===== config.mk =====
export PLATFORM = sky130hd
export DESIGN_NAME = pc_unit_flat
export DESIGN_NICKNAME = d
export VERILOG_FILES = /design/src/rtl/pc_unit_if.sv /design/src/rtl/pc_unit.sv /design/src/flat_wrapper.sv
export SDC_FILE = /design/constraint.sdc
export NUM_CORES = 1
export LEC_CHECK = 0
export CAP_MARGIN = 40
export CORE_MARGIN = 2
export CORE_UTILIZATION = 49
export CTS_CLUSTER_DIAMETER = 150
export CTS_CLUSTER_SIZE = 8
export DETAILED_ROUTE_END_ITERATION = 10
export GPL_TIMING_DRIVEN = 0
export PLACE_DENSITY = 0.87
export SKIP_CTS_REPAIR_TIMING = 1
export SLEW_MARGIN = 20
export SYNTH_ARGS = -nofsm -noshare
export SYNTH_HDL_FRONTEND = slang
export SYNTH_SLANG_ARGS = --single-unit

===== constraint.sdc =====
create_clock -name clk -period 3.3 [get_ports clk]
set_clock_uncertainty 0.05 [all_clocks]
set_input_delay 0.66 -clock clk [delete_from_list [all_inputs] [get_ports clk]]
set_output_delay 0.66 -clock clk [all_outputs]
set_load 0.02 [all_outputs]

===== src/rtl/pc_unit_if.sv =====
// rtl/pc_unit_if.sv - instruction fetch handshake between pc_unit and instruction memory
interface pc_unit_if;
  logic        imem_req;
  logic [31:0] imem_addr;
  logic        imem_ack;

  modport master (
    output imem_req,
    output imem_addr,
    input  imem_ack
  );

  modport slave (
    input  imem_req,
    input  imem_addr,
    output imem_ack
  );
endinterface


===== src/rtl/pc_unit.sv =====
// rtl/pc_unit.sv - program counter with fetch stall, branch/jump/jalr redirect and misaligned-target trap
module pc_unit #(
  parameter logic [31:0] RESET_PC = 32'h0000_0000,
  parameter logic [31:0] TRAP_VEC = 32'h0000_0100
) (
  input  logic        clk,
  input  logic        rst_n,
  pc_unit_if.master   imem,
  input  logic        BrTaken,
  input  logic        Jump,
  input  logic        Jalr,
  input  logic [31:0] Imm,
  input  logic [31:0] RS1,
  output logic [31:0] PC,
  output logic [31:0] PC_plus4,
  output logic        instr_valid,
  output logic        trap,
  output logic [31:0] trap_pc,
  output logic [31:0] retired
);

  typedef enum logic [1:0] {
    BOOT  = 2'd0,
    FETCH = 2'd1,
    TRAP  = 2'd2
  } state_t;

  state_t      state, state_next;
  logic [31:0] pc_next;
  logic [31:0] trap_pc_next;
  logic [31:0] retired_next;
  logic [31:0] target;
  logic [31:0] jalr_sum;
  logic        misaligned;

  assign PC_plus4       = PC + 32'd4;
  assign imem.imem_addr = PC;
  assign jalr_sum       = RS1 + Imm;

  // Jalr has priority over Jump, Jump over BrTaken; JALR drops bit 0 before the alignment check
  always_comb begin
    target = PC_plus4;
    if (Jalr) begin
      target = jalr_sum & ~32'h1;
    end else if (Jump) begin
      target = PC + Imm;
    end else if (BrTaken) begin
      target = PC + Imm;
    end
  end

  assign misaligned = (target[1:0] != 2'b00);

  always_comb begin
    state_next    = state;
    pc_next       = PC;
    trap_pc_next  = trap_pc;
    retired_next  = retired;
    imem.imem_req = 1'b0;
    instr_valid   = 1'b0;
    trap          = 1'b0;
    case (state)
      BOOT: begin
        state_next = FETCH;
      end
      FETCH: begin
        imem.imem_req = 1'b1;
        if (imem.imem_ack) begin
          instr_valid = 1'b1;
          if (misaligned) begin
            trap         = 1'b1;
            pc_next      = TRAP_VEC;
            trap_pc_next = PC;
            state_next   = TRAP;
          end else begin
            pc_next      = target;
            retired_next = retired + 32'd1;
          end
        end
      end
      TRAP: begin
        state_next = FETCH;
      end
      default: begin
        state_next = BOOT;
      end
    endcase
  end

  always_ff @(posedge clk or negedge rst_n) begin
    if (!rst_n) begin
      state   <= BOOT;
      PC      <= RESET_PC;
      trap_pc <= 32'h0;
      retired <= 32'h0;
    end else begin
      state   <= state_next;
      PC      <= pc_next;
      trap_pc <= trap_pc_next;
      retired <= retired_next;
    end
  end

endmodule

===== src/flat_wrapper.sv =====
// flat-port wrapper written by rule: the top's interface ports become plain ports
module pc_unit_flat 
#(
  parameter logic [31:0] RESET_PC = 32'h0000_0000,
  parameter logic [31:0] TRAP_VEC = 32'h0000_0100
)
  (clk, rst_n, BrTaken, Jump, Jalr, Imm, RS1, PC, PC_plus4, instr_valid, trap, trap_pc, retired, imem_imem_req, imem_imem_addr, imem_imem_ack);
  pc_unit_if imem_i ();
  input  logic clk;
  input  logic rst_n;
  input  logic BrTaken;
  input  logic Jump;
  input  logic Jalr;
  input  logic [31:0] Imm;
  input  logic [31:0] RS1;
  output logic [31:0] PC;
  output logic [31:0] PC_plus4;
  output logic instr_valid;
  output logic trap;
  output logic [31:0] trap_pc;
  output logic [31:0] retired;
  output wire logic [$bits(imem_i.imem_req)-1:0] imem_imem_req;
  output wire logic [$bits(imem_i.imem_addr)-1:0] imem_imem_addr;
  input wire logic [$bits(imem_i.imem_ack)-1:0] imem_imem_ack;
  assign imem_imem_req = imem_i.imem_req;
  assign imem_imem_addr = imem_i.imem_addr;
  assign imem_i.imem_ack = imem_imem_ack;
  pc_unit #(.RESET_PC(RESET_PC), .TRAP_VEC(TRAP_VEC)) u_core (.clk(clk), .rst_n(rst_n), .imem(imem_i), .BrTaken(BrTaken), .Jump(Jump), .Jalr(Jalr), .Imm(Imm), .RS1(RS1), .PC(PC), .PC_plus4(PC_plus4), .instr_valid(instr_valid), .trap(trap), .trap_pc(trap_pc), .retired(retired));
endmodule

==> flow_summary.html <==
<table>
<tr><th>Metric</th><th>Value</th></tr>
<tr><th colspan="2">Floorplan</th></tr>
<tr><td>Vertical extent of the die</td><td>approximately 130 um</td></tr>
<tr><td>Die extent in x</td><td>around 130 um</td></tr>
<tr><td>Number of ports placed on the die boundary</td><td>233</td></tr>
<tr><td>Floorplan core area</td><td>between 0.015 and 0.02 mm2</td></tr>
<tr><td>Die area</td><td>0.0176 mm2</td></tr>
<tr><td>Initial standard-cell utilization of the core</td><td>between 40% and 50%</td></tr>
<tr><td>Standard-cell rows</td><td>47</td></tr>
<tr><th colspan="2">Timing</th></tr>
<tr><td>Final Max Slew Viols</td><td>0</td></tr>
<tr><td>Minimum clock period after layout</td><td>3290 ps</td></tr>
<tr><td>Total negative slack</td><td>0 ps</td></tr>
<tr><td># setup viols final</td><td>0</td></tr>
<tr><td>Count of endpoints failing hold in the final timing report</td><td>0</td></tr>
<tr><td>Worst slew pin tran</td><td>roughly 900 ps</td></tr>
<tr><td>Tcrit/Tclk final</td><td>approximately 100%</td></tr>
<tr><td>Worst max-slew margin expressed relative to the limit</td><td>39.8%</td></tr>
<tr><td>Maximum achievable frequency</td><td>approximately 300 MHz</td></tr>
<tr><th colspan="2">Drt</th></tr>
<tr><td>Detailed-route DRC error count</td><td>0</td></tr>
<tr><td>Pre-Repair DR Iteration Count</td><td>5</td></tr>
<tr><td>Drt initial violations</td><td>around 920</td></tr>
<tr><td>Wirelength, routed</td><td>28500 um</td></tr>
<tr><td>Number of nets with antenna violations after detailed routing</td><td>0</td></tr>
<tr><td>Via count</td><td>8709</td></tr>
<tr><td>Via density per instance</td><td>5.87</td></tr>
<tr><td>Avg WL per Cell</td><td>~19 um</td></tr>
<tr><th colspan="2">Clocking</th></tr>
<tr><td>Deepest clock path buffer count</td><td>2</td></tr>
<tr><td>TritonCTS clock tree</td><td>done</td></tr>
<tr><td>Clk_lat worst skew</td><td>340 ps</td></tr>
<tr><td>Clock Root Buffer</td><td>sky130_fd_sc_hd__clkbuf_16</td></tr>
<tr><td>Clock slew seen by the registers of the worst setup and hold paths</td><td>70 ps</td></tr>
<tr><td>Clk sinks</td><td>98</td></tr>
<tr><td>Number of H-tree levels</td><td>3</td></tr>
<tr><td>CTS buffer count</td><td>9</td></tr>
<tr><th colspan="2">Worst hold path</th></tr>
<tr><td>HP Class</td><td>in2async</td></tr>
<tr><th colspan="2">GRT</th></tr>
<tr><td>Overflow after GRT</td><td>0</td></tr>
<tr><td>Largest net degree at the start of global routing</td><td>55</td></tr>
<tr><td>Number of antenna violations at the first check in global routing</td><td>1</td></tr>
<tr><td>Number of global-route vias before repair</td><td>8188</td></tr>
<tr><td>Total routing resource utilization after global routing</td><td>30.7%</td></tr>
<tr><td>Global-route wire length before repair</td><td>43200 um</td></tr>
<tr><th colspan="2">Synthesis</th></tr>
<tr><td>Per-instance average area after synthesis</td><td>8.16 um2</td></tr>
<tr><td>Mapped cell area</td><td>0.00813 mm2</td></tr>
<tr><td>Async S/R FF share, synth</td><td>100%</td></tr>
<tr><td>Number of synthesized register bits</td><td>about 100</td></tr>
<tr><td>Count of flip-flops with a built-in enable after synthesis</td><td>0</td></tr>
<tr><td>Top cell type by total area after synthesis</td><td>sky130_fd_sc_hd__dfrtp_1</td></tr>
<tr><td>Synth top area cells</td><td>sky130_fd_sc_hd__dfrtp_1, sky130_fd_sc_hd__ha_1, sky130_fd_sc_hd__nand2_1</td></tr>
<tr><td>Post-synthesis cell count</td><td>996</td></tr>
<tr><td>Count of warnings emitted by yosys</td><td>0</td></tr>
<tr><td>Commonest register cell after synthesis</td><td>sky130_fd_sc_hd__dfrtp_1</td></tr>
<tr><td>Post-synthesis sequential area ratio</td><td>a little over 30%</td></tr>
<tr><td>Top-area cell type share of the netlist area</td><td>a little under a third</td></tr>
<tr><td>Synth unique cells</td><td>63</td></tr>
<tr><td>Syn_nets</td><td>approximately 1100</td></tr>
<tr><th colspan="2">Cells and area</th></tr>
<tr><td>Final standard cell count with taps included and fillers excluded</td><td>1484</td></tr>
<tr><td>Filler instances</td><td>1226</td></tr>
<tr><td>Nets@finish</td><td>1393</td></tr>
<tr><td>Area of all sequential standard cells</td><td>0.00247 mm2</td></tr>
<tr><td>Synthesis-to-finish area growth</td><td>44.8%</td></tr>
<tr><td>Footprint of the multi-input gates</td><td>roughly 0.0057 mm2</td></tr>
<tr><td>Layout Utilization</td><td>71.7%</td></tr>
<tr><td>Share of final-layout standard cells stronger than drive strength 1</td><td>approximately an eighth</td></tr>
<tr><td>Final std cell area, no fill</td><td>0.0118 mm2</td></tr>
<tr><th colspan="2">Place</th></tr>
<tr><td>Placed cells</td><td>~1400</td></tr>
<tr><td>Detail Placement HPWL</td><td>21600 um</td></tr>
<tr><td>Count of port buffers added during placement</td><td>231</td></tr>
<tr><td>Final RePlAce weighted congestion</td><td>0.956</td></tr>
<tr><td>Cell area after placement</td><td>~0.011 mm2</td></tr>
<tr><th colspan="2">Worst setup path</th></tr>
<tr><td>Critical Path Source Type</td><td>primary input</td></tr>
<tr><td>Worst-path cell chain</td><td>clkdlybuf4s50_1 &gt; nand2_1 &gt; fa_1 &gt; inv_2 &gt; a21o_1 &gt; nand2_4 &gt; inv_4 &gt; buf_6 &gt; buf_6</td></tr>
<tr><td>Category of the critical setup timing path</td><td>in2out</td></tr>
<tr><td>Maximum fanout along the worst path</td><td>10</td></tr>
<tr><td>Crit-path max cell delay</td><td>490 ps</td></tr>
<tr><td>Critical Path End Type</td><td>output pin</td></tr>
<tr><td>Cell type with the highest occurrence count on the critical path</td><td>sky130_fd_sc_hd__buf_6</td></tr>
<tr><td>Data required, critical path</td><td>roughly 2600 ps</td></tr>
<tr><td>Worst-case reg-to-reg path depth</td><td>11</td></tr>
<tr><td>Master of the slowest instance on the critical path</td><td>sky130_fd_sc_hd__clkdlybuf4s50_1</td></tr>
<tr><td>Data arrival time at the worst-slack endpoint</td><td>2580 ps</td></tr>
<tr><th colspan="2">Power</th></tr>
<tr><td>Fraction of power consumed by the clock network</td><td>13.2%</td></tr>
<tr><td>Sequential share of power</td><td>25.3%</td></tr>
<tr><td>Switching Power</td><td>3.84 mW</td></tr>
<tr><td>Switching Fraction</td><td>between 40% and 50%</td></tr>
<tr><td>Internal power</td><td>approximately 4.6 mW</td></tr>
<tr><td>Pwr Density</td><td>720 mW/mm2</td></tr>
<tr><td>Overall Power</td><td>about 8.5 mW</td></tr>
<tr><td>Static leakage</td><td>5.57 nW</td></tr>
<tr><td>Worst VDD drop</td><td>0.352 mV</td></tr>
<tr><td>Logic gate share of total power</td><td>61.4%</td></tr>
<tr><th colspan="2">Flow run</th></tr>
<tr><td>Number of violations of the max-capacitance limit</td><td>0</td></tr>
<tr><th colspan="2">Status</th></tr>
<tr><td>Result of the run</td><td>complete, no violations</td></tr>
</table>
==> routing by layer <==
layer / routed length, um / vias up / track usage [%]
met5: 0 / - / 0
met4: 1120 / 0 / 11.6
met3: 2290 / 79 / 3.52
met2: 13300 / 496 / 50.4
met1: 11800 / 4085 / 41.8
li1: - / 4049 / -
==> layout by cell type (no fill, tap or decap), types with 6 or more instances in the layout <==
cell and instances:
sky130_fd_sc_hd__clkbuf_1 18, sky130_fd_sc_hd__nand2_1 186, sky130_fd_sc_hd__and3_1 14, sky130_fd_sc_hd__nor3_1 18, sky130_fd_sc_hd__and2_1 8, sky130_fd_sc_hd__xor2_1 37, sky130_fd_sc_hd__nor2_1 62, sky130_fd_sc_hd__inv_1 24
sky130_fd_sc_hd__xnor2_1 66, sky130_fd_sc_hd__nand4_1 15, sky130_fd_sc_hd__ha_4 8, sky130_fd_sc_hd__a211oi_1 12, sky130_fd_sc_hd__dlymetal6s2s_1 27, sky130_fd_sc_hd__buf_4 59, sky130_fd_sc_hd__ha_1 52, sky130_fd_sc_hd__o211ai_1 14
sky130_fd_sc_hd__o21ai_0 41, sky130_fd_sc_hd__nand3_1 34, sky130_fd_sc_hd__dfrtp_1 82, sky130_fd_sc_hd__a21oi_1 56, sky130_fd_sc_hd__clkdlybuf4s50_1 200, sky130_fd_sc_hd__clkbuf_16 9, sky130_fd_sc_hd__a211oi_2 6, sky130_fd_sc_hd__or3_1 6
sky130_fd_sc_hd__a22oi_1 6, sky130_fd_sc_hd__dfrtp_2 16, sky130_fd_sc_hd__a22o_1 10, sky130_fd_sc_hd__a21o_1 26, sky130_fd_sc_hd__nand2b_1 10
==> flip-flops by register name (all words and copies together) (netlist names) <==
register and cells:
u_core.trap_pc 32, u_core.state 2, u_core.PC 32, u_core.retired 32
==> path summary, 6_finish.rpt <==
kind                                                   from                              to  slack [ps]
worst min register to register  u_core.state[0]$_DFFE_PN0P_     u_core.state[0]$_DFFE_PN0P_         390
worst max register to register     u_core.PC[0]$_DFFE_PN0P_  u_core.retired[28]$_DFFE_PN0P_         120
max in group asynchronous                             rst_n  u_core.trap_pc[31]$_DFFE_PN0P_        2400
worst max-delay path                                 RS1[0]                            trap           7
worst min-delay path                                  rst_n   u_core.retired[5]$_DFFE_PN0P_         190
min in group clk                u_core.state[0]$_DFFE_PN0P_     u_core.state[0]$_DFFE_PN0P_         390
==> power by group through the flow <==
| stage | Sequential (mW) | Clock (mW) | Combinational, mW |
|---|---|---|---|
| finish | 2.15 | 1.12 | 5.21 |
| detailed placement | 2.14 | 0 | 4.82 |
| CTS | 2.13 | 1.12 | 4.84 |
| global route | 2.19 | 1.18 | 5.53 |
| global placement | 2.13 | 0 | 4.77 |
| floorplan | 2.34 | 0 | 2.48 |
==> through the flow <==
| stage | hold slack [ps] | setup WS, ps |
|---|---|---|
| after CTS | 196 | -1280 |
| after global routing | 214 | -40.5 |
| after detailed placement | 370 | -1220 |
| final | 190 | 7.22 |
| after floorplan | 314 | 139 |
| after global placement | 359 | -2030 |
==> worst max-delay path, delay by kind of cell <==
| kind | cells | cell delay (ps) |
|---|---|---|
| compound gates | 1 | 250 |
| simple gates | 2 | 200 |
| buf+inv | 5 | 980 |
| fa+ha+maj | 1 | 480 |
==> synth_stat cells, drive strengths merged, types with 3 or more instances <==
cell,n
o21bai,3
mux2i,4
and4,5
nand4,15
xnor2,69
a221o,3
and3,15
a211oi,20
o221ai,5
o31ai,5
inv,26
and2,8
buf,34
o22ai,4
clkbuf,26
xor2,39
or3,7
nand3,37
a32o,3
a22oi,6
dfrtp,98
nor2,68
or2,6
nor3,22
o21ai,46
a22o,10
nor2b,4
a31oi,6
a21o,26
nand2,188
nor4,5
o21a,5
o211ai,14
a21oi,58
ha,63
nand2b,10
a2111oi,3
==> cells by family (layout without fill, tap and decap cells) <==
logic type                 Yosys count  count (layout)  share of synthesized area (%)
AOI/OAI and AO/OA                  238             238                           19.7
other                                0               1                              0
adders and majority gates           65              65                           10.2
muxes                                6               6                          0.770
and+or+nand+nor                    395             395                           22.0
DFF                                 98              98                           30.2
buffers and inverters               86             353                           5.54
xor gates and xnor gates           108             108                           11.6
==> area by class of cell <==
type / count / area share (%)
buffer: 54 / 2.88
clock inverter: 4 / 0.479
sequential: 98 / 21.0
timing repair buffer: 257 / 22.0
clock buffer: 12 / 2.27
antenna: 1 / 0.0213
inverter: 26 / 0.851
multi-input combinational: 812 / 48.2
tap: 220 / 2.34
(Power assumes the default switching activity.)
